`src/rtl/vc_fifo_bank_pkg.sv`:
```
// Shared constants and channel codes for the virtual-channel buffer bank.
package vc_fifo_bank_pkg;

  localparam int unsigned NUM_VC    = 4;
  localparam int unsigned VC_W      = 2;
  localparam int unsigned DEF_DEPTH = 4;

  // Channel codes shared with the arbiter priority table.
  typedef enum logic [VC_W-1:0] {
    VC0 = 2'b00,
    VC1 = 2'b01,
    VC2 = 2'b10,
    VC3 = 2'b11
  } vc_e;

  // Pointer width for a power-of-two FIFO depth.
  function automatic int unsigned ptr_w(input int unsigned depth);
    return $clog2(depth);
  endfunction

  localparam int unsigned PTR_W = ptr_w(DEF_DEPTH);

endpackage

```
`src/rtl/vc_fifo_bank_if.sv`:
```
// Push/pop bus between the producer, the arbiter and the buffer bank.
interface vc_fifo_bank_if #(
  parameter int unsigned DATA_W = 6
) ();
  import vc_fifo_bank_pkg::*;

  logic              push;
  logic [VC_W-1:0]   push_vc;
  logic [DATA_W-1:0] push_data;
  logic [NUM_VC-1:0] pop;
  logic [DATA_W-1:0] pop_data;
  logic              pop_valid;

  modport master (
    output push, push_vc, push_data, pop,
    input  pop_data, pop_valid
  );

  modport slave (
    input  push, push_vc, push_data, pop,
    output pop_data, pop_valid
  );

endinterface

```
`src/rtl/vc_fifo_bank_vc_fifo.sv`:
```
// Single-channel FIFO; push/pop arrive already qualified by the bank.
module vc_fifo
  import vc_fifo_bank_pkg::*;
#(
  parameter int unsigned DATA_W   = 6,
  parameter int unsigned DEPTH    = 4,
  parameter int unsigned AF_LEVEL = 3
) (
  input  logic                      clk0,
  input  logic                      rst,
  input  logic                      push,
  input  logic                      pop,
  input  logic [DATA_W-1:0]         wdata,
  output logic [DATA_W-1:0]         rdata_c,
  output logic [$clog2(DEPTH):0]    count,
  output logic                      empty,
  output logic                      almost_full,
  output logic                      full
);

  localparam int unsigned PW = ptr_w(DEPTH);
  localparam int unsigned CW = PW + 1;

  logic [DATA_W-1:0] mem [DEPTH];
  logic [PW-1:0]     wptr;
  logic [PW-1:0]     rptr;
  logic [CW-1:0]     count_d;

  // Head of queue, read combinationally so the bank can register it.
  assign rdata_c = mem[rptr];

  // Next occupancy from the qualified push/pop pair.
  always_comb begin
    count_d = count;
    unique case ({push, pop})
      2'b10:   count_d = count + CW'(1);
      2'b01:   count_d = count - CW'(1);
      default: count_d = count;
    endcase
  end

  // Pointers, occupancy and registered status flags.
  always_ff @(posedge clk0) begin
    if (!rst) begin
      wptr        <= '0;
      rptr        <= '0;
      count       <= '0;
      empty       <= 1'b1;
      almost_full <= 1'b0;
      full        <= 1'b0;
    end else begin
      if (push) wptr <= wptr + PW'(1);
      if (pop)  rptr <= rptr + PW'(1);
      count       <= count_d;
      empty       <= (count_d == CW'(0));
      almost_full <= (count_d >= CW'(AF_LEVEL));
      full        <= (count_d == CW'(DEPTH));
    end
  end

  // Storage array; contents are not cleared by reset.
  always_ff @(posedge clk0) begin
    if (rst && push) mem[wptr] <= wdata;
  end

endmodule

```
`src/rtl/vc_fifo_bank.sv`:
```
// Four-channel VC buffer bank feeding the weighted round-robin arbiter.
module vc_fifo_bank
  import vc_fifo_bank_pkg::*;
#(
  parameter int unsigned DATA_W   = 6,
  parameter int unsigned DEPTH    = 4,
  parameter int unsigned AF_LEVEL = 3
) (
  input  logic               clk0,
  input  logic               rst,
  input  logic               enb,
  vc_fifo_bank_if.slave      bus,
  output logic               empty_vchannel0,
  output logic               empty_vchannel1,
  output logic               empty_vchannel2,
  output logic               empty_vchannel3,
  output logic [NUM_VC-1:0]  almost_full,
  output logic [NUM_VC-1:0]  full,
  output logic               error
);

  localparam int unsigned CW = ptr_w(DEPTH) + 1;

  logic [DATA_W-1:0] rdata_c [NUM_VC];
  logic [CW-1:0]     cnt     [NUM_VC];
  logic [NUM_VC-1:0] empty_q;
  logic [NUM_VC-1:0] push_ok_c;
  logic [NUM_VC-1:0] pop_ok_c;
  logic [NUM_VC-1:0] fifo_push_c;
  logic [NUM_VC-1:0] fifo_pop_c;
  logic              pop_onehot_c;
  logic              err_c;
  logic [DATA_W-1:0] sel_data_c;
  logic [DATA_W-1:0] pop_data_q;
  logic              pop_valid_q;

  assign empty_vchannel0 = empty_q[0];
  assign empty_vchannel1 = empty_q[1];
  assign empty_vchannel2 = empty_q[2];
  assign empty_vchannel3 = empty_q[3];
  assign bus.pop_data    = pop_data_q;
  assign bus.pop_valid   = pop_valid_q;

  assign pop_onehot_c = (bus.pop != '0) &&
                        ((bus.pop & (bus.pop - NUM_VC'(1))) == '0);

  // Request qualification, error detection and pop-data selection.
  always_comb begin
    push_ok_c  = '0;
    pop_ok_c   = '0;
    err_c      = 1'b0;
    sel_data_c = pop_data_q;
    if (bus.pop != '0 && !pop_onehot_c) err_c = 1'b1;
    for (int n = 0; n < NUM_VC; n++) begin
      if (pop_onehot_c && bus.pop[n]) begin
        if (cnt[n] != CW'(0)) begin
          pop_ok_c[n] = 1'b1;
          sel_data_c  = rdata_c[n];
        end else begin
          err_c = 1'b1;
        end
      end
    end
    for (int n = 0; n < NUM_VC; n++) begin
      if (bus.push && (bus.push_vc == VC_W'(n))) begin
        // A full channel still takes a push when it is popped this cycle.
        if (cnt[n] != CW'(DEPTH) || pop_ok_c[n]) push_ok_c[n] = 1'b1;
        else                                     err_c        = 1'b1;
      end
    end
  end

  assign fifo_push_c = enb ? push_ok_c : '0;
  assign fifo_pop_c  = enb ? pop_ok_c  : '0;

  for (genvar g = 0; g < NUM_VC; g++) begin : g_vc
    vc_fifo #(
      .DATA_W   (DATA_W),
      .DEPTH    (DEPTH),
      .AF_LEVEL (AF_LEVEL)
    ) u_fifo (
      .clk0        (clk0),
      .rst         (rst),
      .push        (fifo_push_c[g]),
      .pop         (fifo_pop_c[g]),
      .wdata       (bus.push_data),
      .rdata_c     (rdata_c[g]),
      .count       (cnt[g]),
      .empty       (empty_q[g]),
      .almost_full (almost_full[g]),
      .full        (full[g])
    );
  end

  // Registered pop return path and error pulse.
  always_ff @(posedge clk0) begin
    if (!rst) begin
      pop_data_q  <= '0;
      pop_valid_q <= 1'b0;
      error       <= 1'b0;
    end else if (enb) begin
      pop_data_q  <= sel_data_c;
      pop_valid_q <= |pop_ok_c;
      error       <= err_c;
    end else begin
      pop_valid_q <= 1'b0;
      error       <= 1'b0;
    end
  end

endmodule

```
`src/flat_wrapper.sv`:
```
// flat-port wrapper written by rule: the top's interface ports become plain ports
module vc_fifo_bank_flat import vc_fifo_bank_pkg::*;
#(
  parameter int unsigned DATA_W   = 6,
  parameter int unsigned DEPTH    = 4,
  parameter int unsigned AF_LEVEL = 3
)
  (clk0, rst, enb, empty_vchannel0, empty_vchannel1, empty_vchannel2, empty_vchannel3, almost_full, full, error, bus_push, bus_push_vc, bus_push_data, bus_pop, bus_pop_data, bus_pop_valid);
  vc_fifo_bank_if #(.DATA_W(DATA_W)) bus_i ();
  input  logic clk0;
  input  logic rst;
  input  logic enb;
  output logic empty_vchannel0;
  output logic empty_vchannel1;
  output logic empty_vchannel2;
  output logic empty_vchannel3;
  output logic [NUM_VC-1:0] almost_full;
  output logic [NUM_VC-1:0] full;
  output logic error;
  input wire logic [$bits(bus_i.push)-1:0] bus_push;
  input wire logic [$bits(bus_i.push_vc)-1:0] bus_push_vc;
  input wire logic [$bits(bus_i.push_data)-1:0] bus_push_data;
  input wire logic [$bits(bus_i.pop)-1:0] bus_pop;
  output wire logic [$bits(bus_i.pop_data)-1:0] bus_pop_data;
  output wire logic [$bits(bus_i.pop_valid)-1:0] bus_pop_valid;
  assign bus_i.push = bus_push;
  assign bus_i.push_vc = bus_push_vc;
  assign bus_i.push_data = bus_push_data;
  assign bus_i.pop = bus_pop;
  assign bus_pop_data = bus_i.pop_data;
  assign bus_pop_valid = bus_i.pop_valid;
  vc_fifo_bank #(.DATA_W(DATA_W), .DEPTH(DEPTH), .AF_LEVEL(AF_LEVEL)) u_core (.clk0(clk0), .rst(rst), .enb(enb), .bus(bus_i), .empty_vchannel0(empty_vchannel0), .empty_vchannel1(empty_vchannel1), .empty_vchannel2(empty_vchannel2), .empty_vchannel3(empty_vchannel3), .almost_full(almost_full), .full(full), .error(error));
endmodule
```
`config.mk`:
```
export PLATFORM = sky130hd
export DESIGN_NAME = vc_fifo_bank_flat
export DESIGN_NICKNAME = d
export VERILOG_FILES = /design/src/rtl/vc_fifo_bank_pkg.sv /design/src/rtl/vc_fifo_bank_if.sv /design/src/rtl/vc_fifo_bank_vc_fifo.sv /design/src/rtl/vc_fifo_bank.sv /design/src/flat_wrapper.sv
export SDC_FILE = /design/constraint.sdc
export NUM_CORES = 1
export LEC_CHECK = 0
export BUFFER_PORTS_ARGS = -buffer_cell sky130_fd_sc_hd__buf_4
export CORE_ASPECT_RATIO = 1.25
export CORE_MARGIN = 2
export CORE_UTILIZATION = 60
export DETAILED_ROUTE_END_ITERATION = 7
export HOLD_SLACK_MARGIN = 0.05
export PLACE_DENSITY = 0.79
export SETUP_SLACK_MARGIN = 0.5
export SYNTH_ARGS = -nofsm -noshare
export SYNTH_HDL_FRONTEND = slang
export SYNTH_SLANG_ARGS = --single-unit
```
`constraint.sdc`:
```
create_clock -name clk0 -period 6.2 [get_ports clk0]
set_input_delay 0.93 -clock clk0 [delete_from_list [all_inputs] [get_ports clk0]]
set_output_delay 0.93 -clock clk0 [all_outputs]
set_load 0.03 [all_outputs]
```
==> key figures, run 1 <==
Timing
  – Max-slew headroom: 52.2%
  – RSZ-0062 raised after global routing: no
  – Pin slew with the least headroom to its limit: 713 ps
  – Setup Skew: 11.8 ps
  – Final min period: 3600 ps
  – Final Cycle Share: 58.0%
  – Fmax: 278 MHz
  – Final Hold Fails: 0
  – Setup violators final: 0
  – Final Hold Slack: 539 ps
  – Setup TNS: 0 ps
  – Final Max Tran Viols: 0

Synth
  – Syn Inst Count: 462
  – Main flop type after synthesis: edfxtp_1
  – Syn nets: 502
  – Sequential area share after synthesis: 61.3%
  – Number of synthesized flops with an enable pin: 96
  – Register bit count reported by yosys: 152
  – Syn Area/Cell: 14.1 um^2
  – Synth unique cells: 51
  – Mapped cell area: 6530 um^2
  – Area contributors post-synth: edfxtp_1 44%, dfxtp_1 17%, mux4_2 8.3%
  – Async SR Flop Fraction: 0%
  – Top-area cell type share of the netlist area: 44.1%
  – Yosys warns: 0
  – Cell accounting for the most synthesized area: edfxtp_1

Clock network
  – Clk_lat worst skew: 410 ps
  – CTS Buf Count: 17
  – CTS tree: yes
  – H-tree levels: 4
  – Root buf cell: clkbuf_16
  – Clock slew at reported path FFs: 60 ps
  – Post-CTS Resized: 0
  – Setup Buffers After CTS: 0
  – Clock buffer depth: 2
  – CTS Hold Bufs: 0
  – Sink Count: 152

Floorplanning
  – Initial core utilization: 61.6%
  – I/O pins: 36
  – Die ar.: 11700 um^2
  – Die height: 121 um
  – Die Wd: 97.3 um
  – Core region area: 10600 um^2
  – Row cnt: 42

Final layout
  – Non-Filler Instances: 631
  – Final #Nets: 526
  – Antenna cells: 0
  – Layout cells sized above 1: 19.8%
  – Area Growth Syn to Fin: 12.7%

Place
  – Placed Instances: 599
  – Gpl congestion: 0.802
  – PortBufs: 35
  – HPWL Detailed: 8660 um

Route
  – Starting DRT DRC Count: 331
  – First-pass DRT Iterations: 5
  – Vias/cell: 6.18
  – Wirelength per Cell: 20.5 um
  – ANT nets after route: 0
  – Via count: 3897
  – Routed WL: 12900 um
  – Residual DRC: 0

Power and ir drop
  – Net Sw Frac: 21.1%
  – Peak VDD IR: 0.174 mV
  – Flop pwr share: 50.8%
  – Gate power share: 3.7%
  – Clk pwr share: 45.5%
  – Pwr Density: 290 nW/um^2
  – Leak: 2.64 nW
  – P_int: 1.69 mW
  – Switching pwr: 0.452 mW

Global route
  – Vias in the first global route: 3945
  – Pin count of the biggest net entering global routing: 34
  – First-pass GRT wire length: 20900 um
  – Total grt overflow: 0
  – Initial antenna violation count: 0
  – GRT Total Usage: 23.5%

Critical path
  – Cell mode on critical path: inv_1
  – CP Buf/Inv Count: 3
  – Crit-path leading delay family: compound AO/OA/AOI/OAI gates
  – Max stage delay on crit path: 780 ps
  – CP arrival: 3940 ps
  – Critical-path cell list: buf_4 > or4b_1 > a311oi_4 > inv_1 > ha_1 > fa_1 > xnor2_1 > o21a_1 > o21ai_0 > inv_1 > a21oi_1
  – Critical path data required time: 6540 ps
  – Worst Setup Path Type: in -> reg
  – Worst Setup End Kind: flop
  – Setup crit start kind: input port
  – Crit-path max FO: 10
  – R2r setup slk: 3440 ps
  – CP max stage cell: or4b_1

Status
  – Status: finished clean

Hold path
  – Worst min-delay path class: reg -> reg

Job
  – MaxCap Viol Count: 0
-- cells in the mapped netlist (2+ instances only) --
library cell  number
ha_1              20
nor4b_1            2
o21a_1             4
nor3_2             2
o21ai_0            5
a22oi_1            5
mux2i_1            7
nor3_1            14
edfxtp_1          96
a21oi_1            8
o2111ai_1          4
mux4_2            24
buf_2              5
or4b_1             3
xnor2_1           13
o31ai_1            3
dfxtp_1           56
nor2_1            43
clkbuf_1          15
fa_1               4
a31oi_1            2
and3_1            17
nand4_1            7
nor4b_2            2
buf_4              9
o22ai_1            4
buf_6              2
inv_1             30
a311oi_4           4
xor2_1             7
nand3_1           11
nand2_1            3
nor2b_1            2
a32o_1             4
or3_1              9
-- kinds of logic after synthesis --
logic type / after synthesis / synth area share (%)
flops: 152 / 61.3
simple gates: 121 / 10.1
buf+inv: 62 / 4.40
compound gates: 52 / 7.09
mux: 31 / 9.35
fa+ha+maj: 24 / 5.06
xor+xnor: 20 / 2.68
-- stage by stage --
| stage | setup WS, ps | util [%] | instance area (um^2) | power [mW] |
|---|---|---|---|---|
| detailed placement | 2230 | 64.0 | 6800 | 1.18 |
| finish | 2600 | 69.4 | 7360 | 2.14 |
| floorplan | 2670 | - | 6530 | 1.15 |
| global route | 2430 | 69.4 | 7360 | 2.20 |
| CTS | 2650 | 69.4 | 7360 | 2.15 |
| global placement | 2390 | 64.0 | 6800 | 1.18 |
-- cell type report --
class | instances | area [um^2]
Sequential cell | 152 | 4000
Fill cell | 697 | 3250
Multi-Input combinational cell | 248 | 2240
Clock buffer | 24 | 508
Timing Repair Buffer | 36 | 270
Tap cell | 132 | 165
Inverter | 31 | 116
Clock inverter | 8 | 57.6
-- worst paths after layout --
| kind | start | endpoint | cells after the start |
|---|---|---|---|
| max | bus_pop[0] | u_core.g_vc[2].u_fifo.empty | 11 |
| max reg2reg | u_core.g_vc[0].u_fifo.count[0] | u_core.g_vc[0].u_fifo.empty | 10 |
| min reg2reg | u_core.g_vc[1].u_fifo.rptr[1] | flop | 2 |
| min | u_core.g_vc[1].u_fifo.rptr[1] | flop | 2 |
-- routing by layer --
metal	track usage (%)	vias up	share of wire (%)
li1	-	1775	-
met1	31.8	1949	42
met2	38.4	151	50
met3	4.74	22	5.5
met4	8.59	0	1.6
met5	0	-	0
-- power groups by stage --
stage	Clock [mW]	Sequential (mW)	Combinational [mW]
after floorplan	0	1.11	0.0426
after global placement	0	1.11	0.0748
after detailed placement	0	1.11	0.0777
after CTS	0.987	1.09	0.0780
after global routing	1.03	1.09	0.0856
final	0.973	1.09	0.0781
-- worst reg2reg max path: stages, from the launching register on --
cell      delay (ps)
dfxtp_1          460
nor2_1           160
a311oi_4         480
inv_1            120
ha_1             260
fa_1             390
xnor2_1          150
o21a_1           170
o21ai_0          290
inv_1             90
a21oi_1          130
-- flip-flops by register name, indices dropped and copies added, names as in the netlist, named ones only --
signal and cells:
u_core.g_vc.u_fifo.count 12, u_core.bus.pop_valid 1, u_core.g_vc.u_fifo.almost_full 4, u_core.g_vc.u_fifo.wptr 8
u_core.bus.pop_data 6, u_core.error 1, u_core.g_vc.u_fifo.rptr 8, u_core.g_vc.u_fifo.mem 96
u_core.g_vc.u_fifo.empty 4, u_core.g_vc.u_fifo.full 4
-- cell usage in the layout (no fill, tap or decap), types with 2 or more instances in the layout --
cell type / Yosys / routed
o21ai_0: 5 / 5
clkbuf_1: 15 / 3
nand2_1: 3 / 3
nand3_1: 11 / 11
edfxtp_1: 96 / 96
buf_4: 9 / 36
nor2_1: 43 / 43
dfxtp_1: 56 / 56
nor4b_2: 2 / 2
o2111ai_1: 4 / 4
fa_1: 4 / 4
o31ai_1: 3 / 3
nor3_2: 2 / 2
a22oi_1: 5 / 5
ha_1: 20 / 20
or4b_1: 3 / 3
mux2i_1: 7 / 7
clkbuf_16: 0 / 19
inv_4: 0 / 5
nor2b_1: 2 / 2
mux4_2: 24 / 24
xor2_1: 7 / 7
and3_1: 17 / 17
nor3_1: 14 / 14
nor4b_1: 2 / 2
a31oi_1: 2 / 2
a32o_1: 4 / 4
clkinv_4: 0 / 2
or3_1: 9 / 9
a21oi_1: 8 / 8
o22ai_1: 4 / 4
nand4_1: 7 / 7
xnor2_1: 13 / 13
a311oi_4: 4 / 4
o21a_1: 4 / 4
inv_1: 30 / 30
Note: power is estimated with default switching activity, not from simulation.
==> inputs of run 2 (changes only) <==
Settings changed: ABC_AREA from default to 1, CORE_UTILIZATION 60 to 55, PLACE_DENSITY 0.79 to 0.76.
Clock period 6.2 ns to 3.3 ns, I/O delays scaled along.
==> key figures, run 2 <==
Clock network
  – Root buf cell: clkbuf_16
  – H-tree levels: 4
  – Post-CTS Resized: 0
  – Clk_lat worst skew: 420 ps
  – CTS Buf Count: 17
  – Sink Count: 152
  – Clock buffer depth: 2
  – CTS Hold Bufs: 0
  – CTS tree: yes
  – Setup Buffers After CTS: 0
  – Clock slew at reported path FFs: 60 ps

Floorplanning
  – Die Wd: 103 um
  – Core region area: 12000 um^2
  – I/O pins: 36
  – Die height: 127 um
  – Die ar.: 13000 um^2
  – Initial core utilization: 55.6%
  – Row cnt: 45

Place
  – HPWL Detailed: 9580 um
  – Post-DP Area: 7020 um^2
  – Placed Instances: 827
  – PortBufs: 35
  – Gpl congestion: 0.913

Timing
  – Pin slew with the least headroom to its limit: 601 ps
  – RSZ-0062 raised after global routing: no
  – Max-slew headroom: 59.8%
  – Final Cycle Share: 71.9%
  – Final Max Tran Viols: 0
  – Final Hold Fails: 0
  – Setup TNS: 0 ps
  – Final min period: 2370 ps
  – Setup Skew: 8.75 ps
  – Fmax: 422 MHz
  – Setup violators final: 0

Final layout
  – Fill cells: 955
  – Antenna cells: 0
  – Storage element area: 4000 um^2
  – Final instance area: 7610 um^2
  – Commonest non-fill, non-tap cell in the layout: nand2_1
  – Final #Nets: 722
  – Layout cells sized above 1: 14.3%
  – Most frequent cells in the layout: 117 x nand2_1, 96 x edfxtp_1, 65 x nor2_1
  – Biggest regs: u_core.g_vc.u_fifo.mem: 96 flops, u_core.g_vc.u_fifo.count: 12 flops
  – Top reg by flops: u_core.g_vc.u_fifo.mem
  – Max FFs per register: 96
  – Non-Filler Instances: 858
  – Area Growth Syn to Fin: 14.0%
  – Multi-input gate area: 2250 um^2

Synth
  – Mapped cell area: 6670 um^2
  – Async SR Flop Fraction: 0%
  – Simple-gate portion of the synthesized area: 18.3%
  – Yosys warns: 0
  – Most common library cells after synthesis: 117 x nand2_1, 96 x edfxtp_1, 65 x nor2_1
  – Main flop type after synthesis: edfxtp_1
  – Synth Area in Adders: 4.95%
  – Number of synthesized flops with an enable pin: 96
  – Post-synthesis mux area share: 0.450%
  – Syn nets: 689
  – Cell accounting for the most synthesized area: edfxtp_1
  – Sequential area share after synthesis: 60.0%
  – Compound-Gate Fraction of Synth Area: 8.91%
  – Main combinational cell family by area after synthesis: simple AND/OR/NAND/NOR gates
  – Syn Area/Cell: 10.3 um^2
  – Register bit count reported by yosys: 152
  – Synth unique cells: 37
  – Area contributors post-synth: edfxtp_1 43%, dfxtp_1 17%, nand2_1 6.6%
  – Post-Synth XOR/XNOR Area: 1.05%
  – Most frequent cell after synthesis: nand2_1
  – Syn Inst Count: 649
  – Top-area cell type share of the netlist area: 43.2%

Route
  – Starting DRT DRC Count: 256
  – ANT nets after route: 0
  – Wirelength per Cell: 15.8 um
  – Top routing layer used: met4
  – Vias/cell: 5.40
  – Residual DRC: 0
  – Via count: 4635
  – DRT met1 WL: 5640 um
  – First-pass DRT Iterations: 5
  – DR WL met2: 6810 um
  – Met3 Wirelength: 710 um
  – Routed WL: 13600 um

Power and ir drop
  – Pwr Density: 546 nW/um^2
  – Leak: 3.04 nW
  – Peak VDD IR: 0.256 mV

Critical path
  – Critical path data required time: 3590 ps
  – Crit-path leading delay family: simple AND/OR/NAND/NOR gates
  – Max stage delay on crit path: 380 ps
  – Crit-path max FO: 5
  – Setup crit start kind: flop
  – CP Buf/Inv Count: 1
  – CP max stage cell: fa_1
  – CP arrival: 2660 ps
  – Worst Setup Path Type: reg -> reg
  – Critical-path cell list: nor3_2 > inv_1 > nand2_2 > nor2_4 > ha_1 > fa_1 > a21oi_1 > o21ai_0 > xor2_1 > nand2_1 > o31ai_1
  – Worst Setup End Kind: flop

Status
  – Status: finished clean

Global route
  – Total grt overflow: 0
  – Vias in the first global route: 4690
  – Initial antenna violation count: 0
  – GRT Total Usage: 22.4%
  – Pin count of the biggest net entering global routing: 31
  – First-pass GRT wire length: 22000 um

Hold path
  – Worst min-delay path class: in -> reg

Job
  – MaxCap Viol Count: 0
## run 2: cell count changes after synthesis, sizes merged, moves of 9 or more
cell | previous run | this run
inv | 30 | 74
a21oi | 8 | 45
nor2 | 43 | 74
o21ai | 5 | 48
mux4 | 24 | 0
nand3 | 11 | 39
or3 | 9 | 0
xnor2 | 13 | 1
clkbuf | 15 | 3
and3 | 17 | 0
nand2 | 3 | 121
## run 2: metrics by stage
stage | utilization, % | power, mW | hold slack [ps] | setup WS, ps
finish | 63.4 | 4.15 | 410 | 928
global route | 63.4 | 4.28 | 417 | 686
CTS | 63.4 | 4.17 | 400 | 910
detailed placement | 58.5 | 2.24 | 464 | 665
global placement | 58.5 | 2.24 | 448 | 773
floorplan | - | 2.18 | 436 | 1040
## run 2: power by group
group          switching (mW)  internal (mW)
clock                   0.702           1.24
combinational           0.110         0.0481
sequential             0.0125           2.03
total                   0.824           3.33
## run 2: routing by layer
layer  vias up  track usage (%)
li1       2250                -
met1      2210             26.4
met2       132             37.1
met3        43             6.07
met4         0             11.2
met5         -                0
## run 2: path summary, 6_finish.rpt
kind,cells past startpoint,from,to,slack (ps)
min reg2reg,2,u_core.g_vc[3].u_fifo.rptr[1],flop,470
max reg2reg,11,u_core.g_vc[1].u_fifo.count[0],u_core.g_vc[1].u_fifo.almost_full,930
max,11,u_core.g_vc[1].u_fifo.count[0],u_core.g_vc[1].u_fifo.almost_full,930
min,1,bus_push_data[1],u_core.g_vc[3].u_fifo.mem[0][1],410
## run 2: cell type report
class | instances | share of cell area [%]
inverters | 76 | 3.90
well taps | 164 | 2.70
repair buffers | 35 | 3.45
flip-flops and latches | 152 | 52.6
clock inverters | 12 | 2.07
multi-input cells | 400 | 29.5
clock buffers | 19 | 5.69
## run 2: kinds of logic after synthesis
group	count (synthesis)
mux	3
fa+ha+maj	24
xor+xnor	8
compound gates	110
simple gates	255
buf+inv	97
flops	152
## run 2: worst reg2reg max path, cell delays in order (launching register included)
cell     delay (ps)
dfxtp_1         360
nor3_2          310
inv_1           120
nand2_2         160
nor2_4           70
ha_1            230
fa_1            380
a21oi_1         150
o21ai_0         120
xor2_1          170
nand2_1         110
o31ai_1          80
